==> src/rtl/axi_xbar_1to2.sv <==
// axi_xbar_1to2: one upstream AXI4 master port routed to two slaves by address.
// S0 = main memory window, S1 = peripheral window, anything else gets DECERR
// from a local responder. A single transaction is in flight at a time, and the
// route stays locked from address acceptance to the final response handshake.
// Handshakes: a beat transfers on a rising clk edge where valid && ready;
// valid never waits on ready, and every valid/ready pair is forced to 0 in reset.
module axi_xbar_1to2 #(
    parameter int ADDR_W = 32,
    parameter int DATA_W = 32,
    parameter int ID_W   = 4,
    parameter logic [ADDR_W-1:0] S0_BASE = 32'h8000_0000,
    parameter logic [ADDR_W-1:0] S0_MASK = 32'hF800_0000,
    parameter logic [ADDR_W-1:0] S1_BASE = 32'h1000_0000,
    parameter logic [ADDR_W-1:0] S1_MASK = 32'hFFFF_F000
) (
    input  logic                clk,
    input  logic                rst,
    // upstream (from arbiter)
    input  logic [ID_W-1:0]     up_arid,
    input  logic [ADDR_W-1:0]   up_araddr,
    input  logic [7:0]          up_arlen,
    input  logic [2:0]          up_arsize,
    input  logic [1:0]          up_arburst,
    input  logic                up_arvalid,
    output logic                up_arready,
    output logic [ID_W-1:0]     up_rid,
    output logic [DATA_W-1:0]   up_rdata,
    output logic [1:0]          up_rresp,
    output logic                up_rlast,
    output logic                up_rvalid,
    input  logic                up_rready,
    input  logic [ID_W-1:0]     up_awid,
    input  logic [ADDR_W-1:0]   up_awaddr,
    input  logic [7:0]          up_awlen,
    input  logic [2:0]          up_awsize,
    input  logic [1:0]          up_awburst,
    input  logic                up_awvalid,
    output logic                up_awready,
    input  logic [DATA_W-1:0]   up_wdata,
    input  logic [DATA_W/8-1:0] up_wstrb,
    input  logic                up_wlast,
    input  logic                up_wvalid,
    output logic                up_wready,
    output logic [ID_W-1:0]     up_bid,
    output logic [1:0]          up_bresp,
    output logic                up_bvalid,
    input  logic                up_bready,
    // slave 0 (memory)
    output logic [ID_W-1:0]     s0_arid,
    output logic [ADDR_W-1:0]   s0_araddr,
    output logic [7:0]          s0_arlen,
    output logic [2:0]          s0_arsize,
    output logic [1:0]          s0_arburst,
    output logic                s0_arvalid,
    input  logic                s0_arready,
    input  logic [ID_W-1:0]     s0_rid,
    input  logic [DATA_W-1:0]   s0_rdata,
    input  logic [1:0]          s0_rresp,
    input  logic                s0_rlast,
    input  logic                s0_rvalid,
    output logic                s0_rready,
    output logic [ID_W-1:0]     s0_awid,
    output logic [ADDR_W-1:0]   s0_awaddr,
    output logic [7:0]          s0_awlen,
    output logic [2:0]          s0_awsize,
    output logic [1:0]          s0_awburst,
    output logic                s0_awvalid,
    input  logic                s0_awready,
    output logic [DATA_W-1:0]   s0_wdata,
    output logic [DATA_W/8-1:0] s0_wstrb,
    output logic                s0_wlast,
    output logic                s0_wvalid,
    input  logic                s0_wready,
    input  logic [ID_W-1:0]     s0_bid,
    input  logic [1:0]          s0_bresp,
    input  logic                s0_bvalid,
    output logic                s0_bready,
    // slave 1 (peripherals)
    output logic [ID_W-1:0]     s1_arid,
    output logic [ADDR_W-1:0]   s1_araddr,
    output logic [7:0]          s1_arlen,
    output logic [2:0]          s1_arsize,
    output logic [1:0]          s1_arburst,
    output logic                s1_arvalid,
    input  logic                s1_arready,
    input  logic [ID_W-1:0]     s1_rid,
    input  logic [DATA_W-1:0]   s1_rdata,
    input  logic [1:0]          s1_rresp,
    input  logic                s1_rlast,
    input  logic                s1_rvalid,
    output logic                s1_rready,
    output logic [ID_W-1:0]     s1_awid,
    output logic [ADDR_W-1:0]   s1_awaddr,
    output logic [7:0]          s1_awlen,
    output logic [2:0]          s1_awsize,
    output logic [1:0]          s1_awburst,
    output logic                s1_awvalid,
    input  logic                s1_awready,
    output logic [DATA_W-1:0]   s1_wdata,
    output logic [DATA_W/8-1:0] s1_wstrb,
    output logic                s1_wlast,
    output logic                s1_wvalid,
    input  logic                s1_wready,
    input  logic [ID_W-1:0]     s1_bid,
    input  logic [1:0]          s1_bresp,
    input  logic                s1_bvalid,
    output logic                s1_bready,
    // current FSM state, for observation only
    output logic [2:0]          dbg_state
);

    typedef enum logic [2:0] {
        IDLE     = 3'd0,
        RD_S0    = 3'd1,
        RD_S1    = 3'd2,
        RD_ERR   = 3'd3,
        WR_S0    = 3'd4,
        WR_S1    = 3'd5,
        WR_ERR_W = 3'd6,
        WR_ERR_B = 3'd7
    } state_t;

    typedef enum logic [1:0] {T_S0 = 2'd0, T_S1 = 2'd1, T_ERR = 2'd2} tgt_t;

    state_t          state, next;
    logic [7:0]      cnt;
    logic [7:0]      lat_len;
    logic [ID_W-1:0] lat_id;
    logic            ar_hs, aw_hs;
    logic            err_last;
    tgt_t            ar_tgt, aw_tgt;

    // S0 wins when both windows match
    function automatic tgt_t decode(input logic [ADDR_W-1:0] a);
        if ((a & S0_MASK) == S0_BASE)      return T_S0;
        else if ((a & S1_MASK) == S1_BASE) return T_S1;
        else                               return T_ERR;
    endfunction

    assign ar_tgt    = decode(up_araddr);
    assign aw_tgt    = decode(up_awaddr);
    assign err_last  = (cnt == lat_len);
    assign dbg_state = state;

    // state register, latched id/len and the DECERR read beat counter
    always_ff @(posedge clk or posedge rst) begin
        if (rst) begin
            state   <= IDLE;
            cnt     <= 8'd0;
            lat_id  <= '0;
            lat_len <= 8'd0;
        end else begin
            state <= next;
            if (ar_hs) begin
                lat_id  <= up_arid;
                lat_len <= up_arlen;
            end else if (aw_hs) begin
                lat_id <= up_awid;
            end
            if (state == RD_ERR && up_rready)
                cnt <= err_last ? 8'd0 : cnt + 8'd1;
        end
    end

    // routing, local DECERR responder and next-state; everything 0 in reset
    always_comb begin
        next = state;
        ar_hs = 1'b0;
        aw_hs = 1'b0;
        up_arready = 1'b0; up_awready = 1'b0; up_wready = 1'b0;
        up_rid = '0; up_rdata = '0; up_rresp = 2'b00; up_rlast = 1'b0; up_rvalid = 1'b0;
        up_bid = '0; up_bresp = 2'b00; up_bvalid = 1'b0;
        s0_arid = '0; s0_araddr = '0; s0_arlen = '0; s0_arsize = '0; s0_arburst = '0;
        s0_arvalid = 1'b0; s0_rready = 1'b0;
        s0_awid = '0; s0_awaddr = '0; s0_awlen = '0; s0_awsize = '0; s0_awburst = '0;
        s0_awvalid = 1'b0; s0_wdata = '0; s0_wstrb = '0; s0_wlast = 1'b0;
        s0_wvalid = 1'b0; s0_bready = 1'b0;
        s1_arid = '0; s1_araddr = '0; s1_arlen = '0; s1_arsize = '0; s1_arburst = '0;
        s1_arvalid = 1'b0; s1_rready = 1'b0;
        s1_awid = '0; s1_awaddr = '0; s1_awlen = '0; s1_awsize = '0; s1_awburst = '0;
        s1_awvalid = 1'b0; s1_wdata = '0; s1_wstrb = '0; s1_wlast = 1'b0;
        s1_wvalid = 1'b0; s1_bready = 1'b0;

        if (!rst) begin
            // payloads go to both slaves; only the valids select the target
            s0_arid = up_arid; s0_araddr = up_araddr; s0_arlen = up_arlen;
            s0_arsize = up_arsize; s0_arburst = up_arburst;
            s1_arid = up_arid; s1_araddr = up_araddr; s1_arlen = up_arlen;
            s1_arsize = up_arsize; s1_arburst = up_arburst;
            s0_awid = up_awid; s0_awaddr = up_awaddr; s0_awlen = up_awlen;
            s0_awsize = up_awsize; s0_awburst = up_awburst;
            s1_awid = up_awid; s1_awaddr = up_awaddr; s1_awlen = up_awlen;
            s1_awsize = up_awsize; s1_awburst = up_awburst;
            s0_wdata = up_wdata; s0_wstrb = up_wstrb; s0_wlast = up_wlast;
            s1_wdata = up_wdata; s1_wstrb = up_wstrb; s1_wlast = up_wlast;

            unique case (state)
                IDLE: begin
                    if (up_arvalid) begin
                        unique case (ar_tgt)
                            T_S0: begin s0_arvalid = 1'b1; up_arready = s0_arready; end
                            T_S1: begin s1_arvalid = 1'b1; up_arready = s1_arready; end
                            default: up_arready = 1'b1;
                        endcase
                        ar_hs = up_arready;
                        if (ar_hs)
                            next = (ar_tgt == T_S0) ? RD_S0 :
                                   (ar_tgt == T_S1) ? RD_S1 : RD_ERR;
                    end else if (up_awvalid) begin
                        unique case (aw_tgt)
                            T_S0: begin
                                s0_awvalid = 1'b1; up_awready = s0_awready;
                                s0_wvalid = up_wvalid; up_wready = s0_wready;
                            end
                            T_S1: begin
                                s1_awvalid = 1'b1; up_awready = s1_awready;
                                s1_wvalid = up_wvalid; up_wready = s1_wready;
                            end
                            default: up_awready = 1'b1;
                        endcase
                        aw_hs = up_awready;
                        if (aw_hs)
                            next = (aw_tgt == T_S0) ? WR_S0 :
                                   (aw_tgt == T_S1) ? WR_S1 : WR_ERR_W;
                    end
                end
                RD_S0: begin
                    up_rid = s0_rid; up_rdata = s0_rdata; up_rresp = s0_rresp;
                    up_rlast = s0_rlast; up_rvalid = s0_rvalid; s0_rready = up_rready;
                    if (s0_rvalid && up_rready && s0_rlast) next = IDLE;
                end
                RD_S1: begin
                    up_rid = s1_rid; up_rdata = s1_rdata; up_rresp = s1_rresp;
                    up_rlast = s1_rlast; up_rvalid = s1_rvalid; s1_rready = up_rready;
                    if (s1_rvalid && up_rready && s1_rlast) next = IDLE;
                end
                RD_ERR: begin
                    up_rvalid = 1'b1; up_rresp = 2'b11; up_rid = lat_id;
                    up_rlast = err_last;
                    if (up_rready && err_last) next = IDLE;
                end
                WR_S0: begin
                    s0_wvalid = up_wvalid; up_wready = s0_wready;
                    up_bid = s0_bid; up_bresp = s0_bresp; up_bvalid = s0_bvalid;
                    s0_bready = up_bready;
                    if (s0_bvalid && up_bready) next = IDLE;
                end
                WR_S1: begin
                    s1_wvalid = up_wvalid; up_wready = s1_wready;
                    up_bid = s1_bid; up_bresp = s1_bresp; up_bvalid = s1_bvalid;
                    s1_bready = up_bready;
                    if (s1_bvalid && up_bready) next = IDLE;
                end
                WR_ERR_W: begin
                    up_wready = 1'b1;
                    if (up_wvalid && up_wlast) next = WR_ERR_B;
                end
                WR_ERR_B: begin
                    up_bvalid = 1'b1; up_bresp = 2'b11; up_bid = lat_id;
                    if (up_bready) next = IDLE;
                end
                default: next = IDLE;
            endcase
        end
    end

endmodule

==> config.mk <==
export PLATFORM = sky130hd
export DESIGN_NAME = axi_xbar_1to2
export DESIGN_NICKNAME = d
export VERILOG_FILES = /design/src/rtl/axi_xbar_1to2.sv
export SDC_FILE = /design/constraint.sdc
export NUM_CORES = 1
export LEC_CHECK = 0
export BUFFER_PORTS_ARGS = -buffer_cell sky130_fd_sc_hd__buf_2
export CAP_MARGIN = 20
export CORE_AREA = 2 2 224 226
export CTS_CLUSTER_SIZE = 10
export DETAILED_ROUTE_END_ITERATION = 12
export DIE_AREA = 0 0 226 228
export PLACE_DENSITY = 0.36
export SLEW_MARGIN = 40
export SYNTH_ARGS = -nofsm -noshare
export SYNTH_HDL_FRONTEND = slang
export SYNTH_SLANG_ARGS = --single-unit
==> constraint.sdc <==
create_clock -name clk -period 1.95 [get_ports clk]
set_clock_uncertainty 0.1 [all_clocks]
set_input_delay 0.195 -clock clk [delete_from_list [all_inputs] [get_ports clk]]
set_output_delay 0.195 -clock clk [all_outputs]
set_load 0.02 [all_outputs]
==> key figures, run 1 <==
Placement
  • GPL Wtd Cong: 0.7921
  • Post-DP HPWL: 24270 um
  • Port buffer count: 574

Clock network
  • Reg clk slew, reported paths: 0.07 ns
  • Clock root cell: clkbuf_16
  • Clock sink count: 23
  • Hold Buf Count CTS: 0
  • H-tree depth: 1
  • Max clock buf depth: 2
  • CTS Buf Count: 3
  • CTS tree: yes
  • Skew-Pair Late Insertion Delay: 0.26 ns

Power and ir drop
  • Clock network power share: 0.066
  • Combinational group share of total power: 0.820
  • Leakage: 0.004461 uW
  • Cell-internal power: 3717 uW
  • Switching Share: 0.4768
  • NetSw: 3387 uW
  • Reg power frac: 0.114
  • PwrDens: 804.5 mW/mm^2
  • Maximum vdd ir drop: 0.3762 mV
  • Power, Total: 7104 uW

Timing
  • Setup-failing EPs final: 49
  • Hold_ws: 0.08401 ns
  • Final WS setup: -0.1448 ns
  • Worst-margin pin slew: 0.4658 ns
  • Max_slew headroom: 0.6866
  • Final period utilization: 1.074
  • RSZ-0062 raised after global routing: yes
  • FMAX: 477.4 MHz
  • Max Transition Viols Final: 0
  • Fin crit period: 2.095 ns
  • Final Hold Viols: 0

Drt
  • Final ANT Viol Nets: 0
  • Via density: 3.500
  • DRT Pass-1 Iters: 4
  • Routed WL: 28660 um
  • Iteration-0 DRC Markers: 189
  • Wire per inst: 15.99 um
  • DR vias: 6272
  • Post-route DRC: 0

Yosys
  • Cell variety after synth: 46
  • Synthesized area per cell: 6.958 um^2
  • YS warnings: 0
  • Syn_nets: 863
  • Synthesized flop and latch total: 23
  • Sequential share of the synthesized area: 0.1334
  • Post-Syn Instances: 620
  • Async SR Flop Fraction: 1.000
  • Cell taking the most area after synthesis: buf_4
  • Post-synth EDFFs: 0
  • Mapped cell area: 0.004314 mm^2
  • Top FF cell, synth: dfrtp_1
  • Top post-synthesis cells by area: buf_4, nor2b_1, dfrtp_1
  • Synth top area share: 0.2367

Floorplan
  • Io pins: 575
  • Die area: 0.05153 mm^2
  • Die width: 226 um
  • DIE HEIGHT: 228 um
  • Core area: 0.04935 mm^2
  • Row cnt: 82
  • Initial cell density of the core: 0.08742

Critical path
  • Critical Path RT: 2.00 ns
  • CP arrival: 2.14 ns
  • CP cell instances: or3_4 > buf_4 > buf_6 > buf_6 > a21o_1 > o31ai_4 > a21oi_2 > mux2_4
  • CP peak stage delay: 0.43 ns
  • Most frequent CP cell: buf_6
  • Critical path capture point type: flip-flop
  • WP buf/inv: 3
  • Critical path class: reg2reg
  • CP max FO: 3
  • Slowest CP cell: dfrtp_2
  • Top delay family on crit path: flip-flops
  • Critical Path Start Type: flip-flop

GRT
  • Total gr overflow: 0
  • Total GRT Usage: 0.1015
  • Pin count of the biggest net entering global routing: 49
  • Initial antenna violation count: 5
  • Vias in the first global route: 5975
  • First-pass GRT wire length: 38120 um

Run status
  • Failing checks: negative setup slack
  • Outcome: complete, but fails checks

Final layout
  • Area Overhead vs Synth: 104.7%
  • Final Net Count: 1363
  • Layout cells sized above 1: 0.7221

Worst hold path
  • Hold Path Class: in2reg

Flow run
  • Max_cap viols: 0
## metrics by stage
step / setup TNS [ns] / setup slack [ns] / cell area (um^2) / utilization / instances
final: -1.928 / -0.1448 / 8831 / 0.1789 / 1792
after global routing: -6.466 / -0.2366 / 8831 / 0.1789 / 1792
after CTS: -2.452 / -0.1437 / 8561 / 0.1735 / 1787
after detailed placement: -6.145 / -0.5130 / 7535 / 0.1527 / 1752
after global placement: -5.754 / -0.5430 / 7535 / 0.1527 / 1752
after floorplan: -0.1946 / -0.08099 / 4478 / - / 620
## sequential cells by signal, indices dropped and copies added, names as in the netlist
register   flops
cnt            8
dbg_state      3
lat_id         4
lat_len        8
## cell usage in the layout (no fill, tap or decap), types with 7 or more instances in the layout
master and instances:
a21oi_1 8, a21oi_2 7, a22oi_1 10, a22oi_2 32, buf_12 9, buf_2 520
buf_4 74, buf_6 57, dfrtp_1 21, inv_1 10, mux2_4 8, nand2_1 17
nand2_2 7, nand3_1 10, nor2_1 24, nor2_2 32, nor2b_1 137, o21ai_0 16
o21ai_1 10, xnor2_1 7
## synthesized netlist by cell type (5+ instances only)
master and number:
a21oi_1 15, nor3_1 6, a22oi_1 42, mux2i_1 5, buf_4 136, mux2_2 7, nand2_1 25, nor2b_1 139
dfrtp_1 23, clkbuf_1 35, o21ai_0 31, nor4_1 7, nand3_1 11, inv_1 12, and3_1 5, nand2b_1 5
nor2_1 61, xnor2_1 8
## cell type report
class,instances,area [um^2]
sequential,23,578.1
antenna,1,2.502
inverter,13,65.06
multi-input combinational,411,3109
fill,5632,40520
tap,672,840.8
timing repair buffer,668,4155
clock buffer,3,75.07
clock inverter,1,5.005
## routing by layer
layer  routed length [um]  track usage
met1                11130       0.1117
met2                14560       0.1893
met3                 1791      0.01352
met4                 1146      0.04863
met5                   27            0
## logic make-up (layout without fill, tap and decap cells)
kind of cell | count (synthesis) | count (layout) | share of synthesized area
compound gates | 104 | 104 | 0.1610
xor+xnor | 8 | 8 | 0.01624
fa+ha+maj | 1 | 1 | 0.002900
buf+inv | 186 | 685 | 0.2822
flops | 23 | 23 | 0.1334
mux | 14 | 14 | 0.03509
other cells | 0 | 1 | 0
simple gates | 284 | 284 | 0.3692
## what timing repair did
| action | CTS | global route |
|---|---|---|
| gates cloned | 5 | 4 |
| endpoints found under the setup margin | 71 | 74 |
| pin swaps | 29 | 36 |
| buffers inserted | 27 | 3 |
| gates resized for setup | 160 | 75 |
## power groups by stage
| stage | logic (uW) | clock network [uW] | registers (uW) |
|---|---|---|---|
| 2_1_floorplan | 2650 | 0 | 818 |
| 3_5_place_dp | 4230 | 0 | 796 |
| 4_1_cts | 5490 | 490 | 796 |
| 6_report | 5830 | 470 | 808 |
| 3_3_place_gp | 4220 | 0 | 793 |
| 5_1_grt | 6210 | 507 | 832 |
## worst paths after layout
kind                         startpoint           end  slack (ns)  cells past startpoint
hold reg to reg              lat_len[7]    lat_len[7]        0.44                      1
setup / recovery           dbg_state[0]  dbg_state[1]       -0.14                      8
hold / removal              up_arlen[0]    lat_len[0]        0.08                      2
min in group asynchronous           rst     lat_id[2]        0.10                      3
setup reg to reg           dbg_state[0]  dbg_state[1]       -0.14                      8
max in group asynchronous           rst        cnt[4]        1.37                      3
(Power assumes the default switching activity.)
==> run 2, diff against run 1 <==
- CORE_AREA: 2 2 224 226 -> 2 2 223 225
- DIE_AREA: 0 0 226 228 -> 0 0 225 227
- PLACE_DENSITY: 0.36 -> 0.35
- clock period: 1.95 -> 2.2 ns (I/O delays scaled with it)
==> run 2 against run 1 <==
Effect of this change: the run still ends with negative setup slack left; count of clock-buffer cells in the layout unchanged; non-clock buffer count unchanged; sequential power down 7.7%; die area down 0.88%; flip-flop and latch count unchanged; design area down 5.6%; register-to-register slack better by 0.24 ns; cell count down 2.7%; worst setup slack better by 0.10 ns; combinational power down 17%; power down 16%; largest cell class unchanged.
==> key figures, run 2 (synthesized netlist as in run 1, its figures left out) <==
Placement
  • Post-DP HPWL: 25950 um (+6.9%)
  • Placed Cells incl. Taps: 1699 (-3.0%)
  • Port buffer count: 574 (unchanged)
  • GPL Wtd Cong: 0.7790 (-1.7%)

Drt
  • Post-route DRC: 0 (unchanged)
  • Via density: 3.506 (+0.17%)
  • Wire per inst: 17.50 um (+9.4%)
  • DRT Pass-1 Iters: 4 (unchanged)
  • Final ANT Viol Nets: 0 (unchanged)
  • Routed WL: 30510 um (+6.4%)
  • Iteration-0 DRC Markers: 249 (+32%)
  • DR vias: 6111 (-2.6%)

Timing
  • Setup-failing EPs final: 9 (-82%)
  • RSZ-0062 raised after global routing: yes
  • Final period utilization: 1.019
  • Fin crit period: 2.242 ns
  • Max Transition Viols Final: 0 (unchanged)
  • Final Hold Viols: 0 (unchanged)
  • Max_slew headroom: 0.6298 (-0.05679)
  • Worst-margin pin slew: 0.5502 ns (+0.08440 ns)
  • Final WS setup: -0.04225 ns (+0.1026 ns)
  • FMAX: 446.0 MHz

Final layout
  • Most frequent cells in the layout: buf_2, nor2b_1, buf_4
  • Top Registers: cnt x8, lat_len x8, lat_id x4
  • Layout cells sized above 1: 0.6711 (-0.05094)
  • Final cell count without fillers: 1743 (-2.7%)
  • Most common cell after layout, fill and taps aside: buf_2
  • Layout Utilization: 0.1718 (-0.007189)
  • Area Overhead vs Synth: 93.27%
  • Final Net Count: 1363 (unchanged)

Floorplan
  • Core area: 0.04855 mm^2 (-1.6%)
  • Die width: 225 um (-0.44%)
  • DIE HEIGHT: 227 um (-0.44%)
  • Initial cell density of the core: 0.08887 (+0.001449)
  • Die area: 0.05108 mm^2 (-0.88%)
  • Row cnt: 81 (-1.2%)
  • Io pins: 575 (unchanged)

Clock network
  • CTS Buf Count: 3 (unchanged)
  • Max clock buf depth: 2 (unchanged)
  • Clock root cell: clkbuf_16
  • H-tree depth: 1 (unchanged)
  • CTS tree: yes
  • Skew-Pair Late Insertion Delay: 0.26 ns (about the same)
  • Reg clk slew, reported paths: 0.06 ns (about the same)
  • Clock sink count: 23 (unchanged)

Power and ir drop
  • Cell-internal power: 3062 uW (-18%)
  • Maximum vdd ir drop: 0.3700 mV (-1.7%)
  • Power, Total: 5997 uW (-16%)
  • Switching Share: 0.4895 (+0.01269)
  • NetSw: 2936 uW (-13%)
  • Combinational group share of total power: 0.808 (-0.012)
  • PwrDens: 719.3 mW/mm^2 (-11%)
  • Leakage: 0.004338 uW (-2.8%)
  • Reg power frac: 0.124 (+0.010)
  • Clock network power share: 0.067 (about the same)

Critical path
  • Worst Setup SP: dbg_state[0]
  • Most frequent CP cell: nand2_1
  • R2r worst-path depth: 11 (+3)
  • Critical Path Start Type: flip-flop
  • Critical Path RT: 1.88 ns (-0.12 ns)
  • R2R Setup Slk: 0.10 ns (+0.24 ns)
  • Slowest CP cell: or3_4
  • CP max FO: 2 (-1)
  • CP peak stage delay: 0.41 ns (-0.02 ns)
  • CP arrival: 1.92 ns (-0.22 ns)
  • Critical path capture point type: primary output
  • R2r startpoint: dbg_state[0]
  • Worst reg2reg path endpoint: dbg_state[1]
  • CP Capture Point: up_wready
  • Critical path class: reg2out
  • CP cell instances: or3_4 > nor4_4 > buf_4 > nand2_1 > nand2_1 > nand2_2 > a31oi_4 > buf_6

GRT
  • First-pass GRT wire length: 39320 um (+3.1%)
  • Vias in the first global route: 5726 (-4.2%)
  • Total gr overflow: 0 (unchanged)
  • Initial antenna violation count: 8 (+3)
  • Total GRT Usage: 0.1060 (+0.004553)
  • Pin count of the biggest net entering global routing: 74 (+51%)

Worst hold path
  • Hold Path Class: in2async

Run status
  • Failing checks: negative setup slack
  • Outcome: complete, but fails checks

Flow run
  • Max_cap viols: 0 (unchanged)
## run 2: cell count changes in the layout (fill, tap and decap cells not counted), sizes merged
cell         delta
clkinv          -2
buf             +1
clkinvlp        +2
clkbuf          -2
diode           +1
dlygate4sd3     +1
## run 2: worst min path at each step
stage                    to  slack, ns  cells past startpoint
3_5_place_dp   dbg_state[0]       0.12                      2
5_1_grt          lat_len[3]       0.11                      2
2_1_floorplan    lat_len[0]       0.25                      1
6_report          lat_id[2]        0.1                      3
4_1_cts          lat_len[3]       0.11                      2
3_3_place_gp   dbg_state[0]       0.14                      2
## run 2: area by class of cell
class,instances,area [um^2]
fillers,5546,40210
repair buffers,668,3978
multi-input cells,411,2854
well taps,622,778.2
flip-flops and latches,23,584.3
clock buffers,3,75.07
inverters,13,56.30
clock inverters,1,7.507
diodes,2,5.005
## run 2: metal layers
layer,part of all wire,GRT usage
met1,0.42,0.1360
met2,0.51,0.1917
met3,0.056,0.01368
met4,0.017,0.01730
met5,0,0
## run 2: per-stage QoR
stage | hold slack [ns] | setup WS [ns] | cell area [um^2] | TNS, ns
after detailed placement | 0.1208 | -0.3233 | 7307 | -2.754
after floorplan | 0.2517 | -0.04142 | 4335 | -1.213
after CTS | 0.1050 | -0.1389 | 7946 | -0.3068
final | 0.09772 | -0.04225 | 8338 | -0.1500
after global routing | 0.1142 | -0.1617 | 8338 | -2.352
after global placement | 0.1369 | -0.3278 | 7307 | -2.920
## run 2: worst max-delay path, delay by kind of cell, from the launching register on
family | cells | cell delay, ns
buffers and inverters | 2 | 0.30
DFF | 1 | 0.39
AOI/OAI and AO/OA | 1 | 0.15
and+or+nand+nor | 5 | 0.82
## run 2: power by group through the flow
stage | Combinational, uW | Clock, uW | Sequential [uW]
after floorplan | 2220 | 0 | 720
after global placement | 3750 | 0 | 762
after detailed placement | 3750 | 0 | 763
after CTS | 4530 | 423 | 735
after global routing | 5250 | 440 | 769
final | 4850 | 405 | 746
## run 2: timing repair
action,4_1_cts,5_1_grt
hold endpoints to repair,3,0
gates cloned,3,1
resized for setup,81,73
setup endpoints to repair,44,56
hold buffers,1,0
pin swaps,17,36
setup buffers,20,15
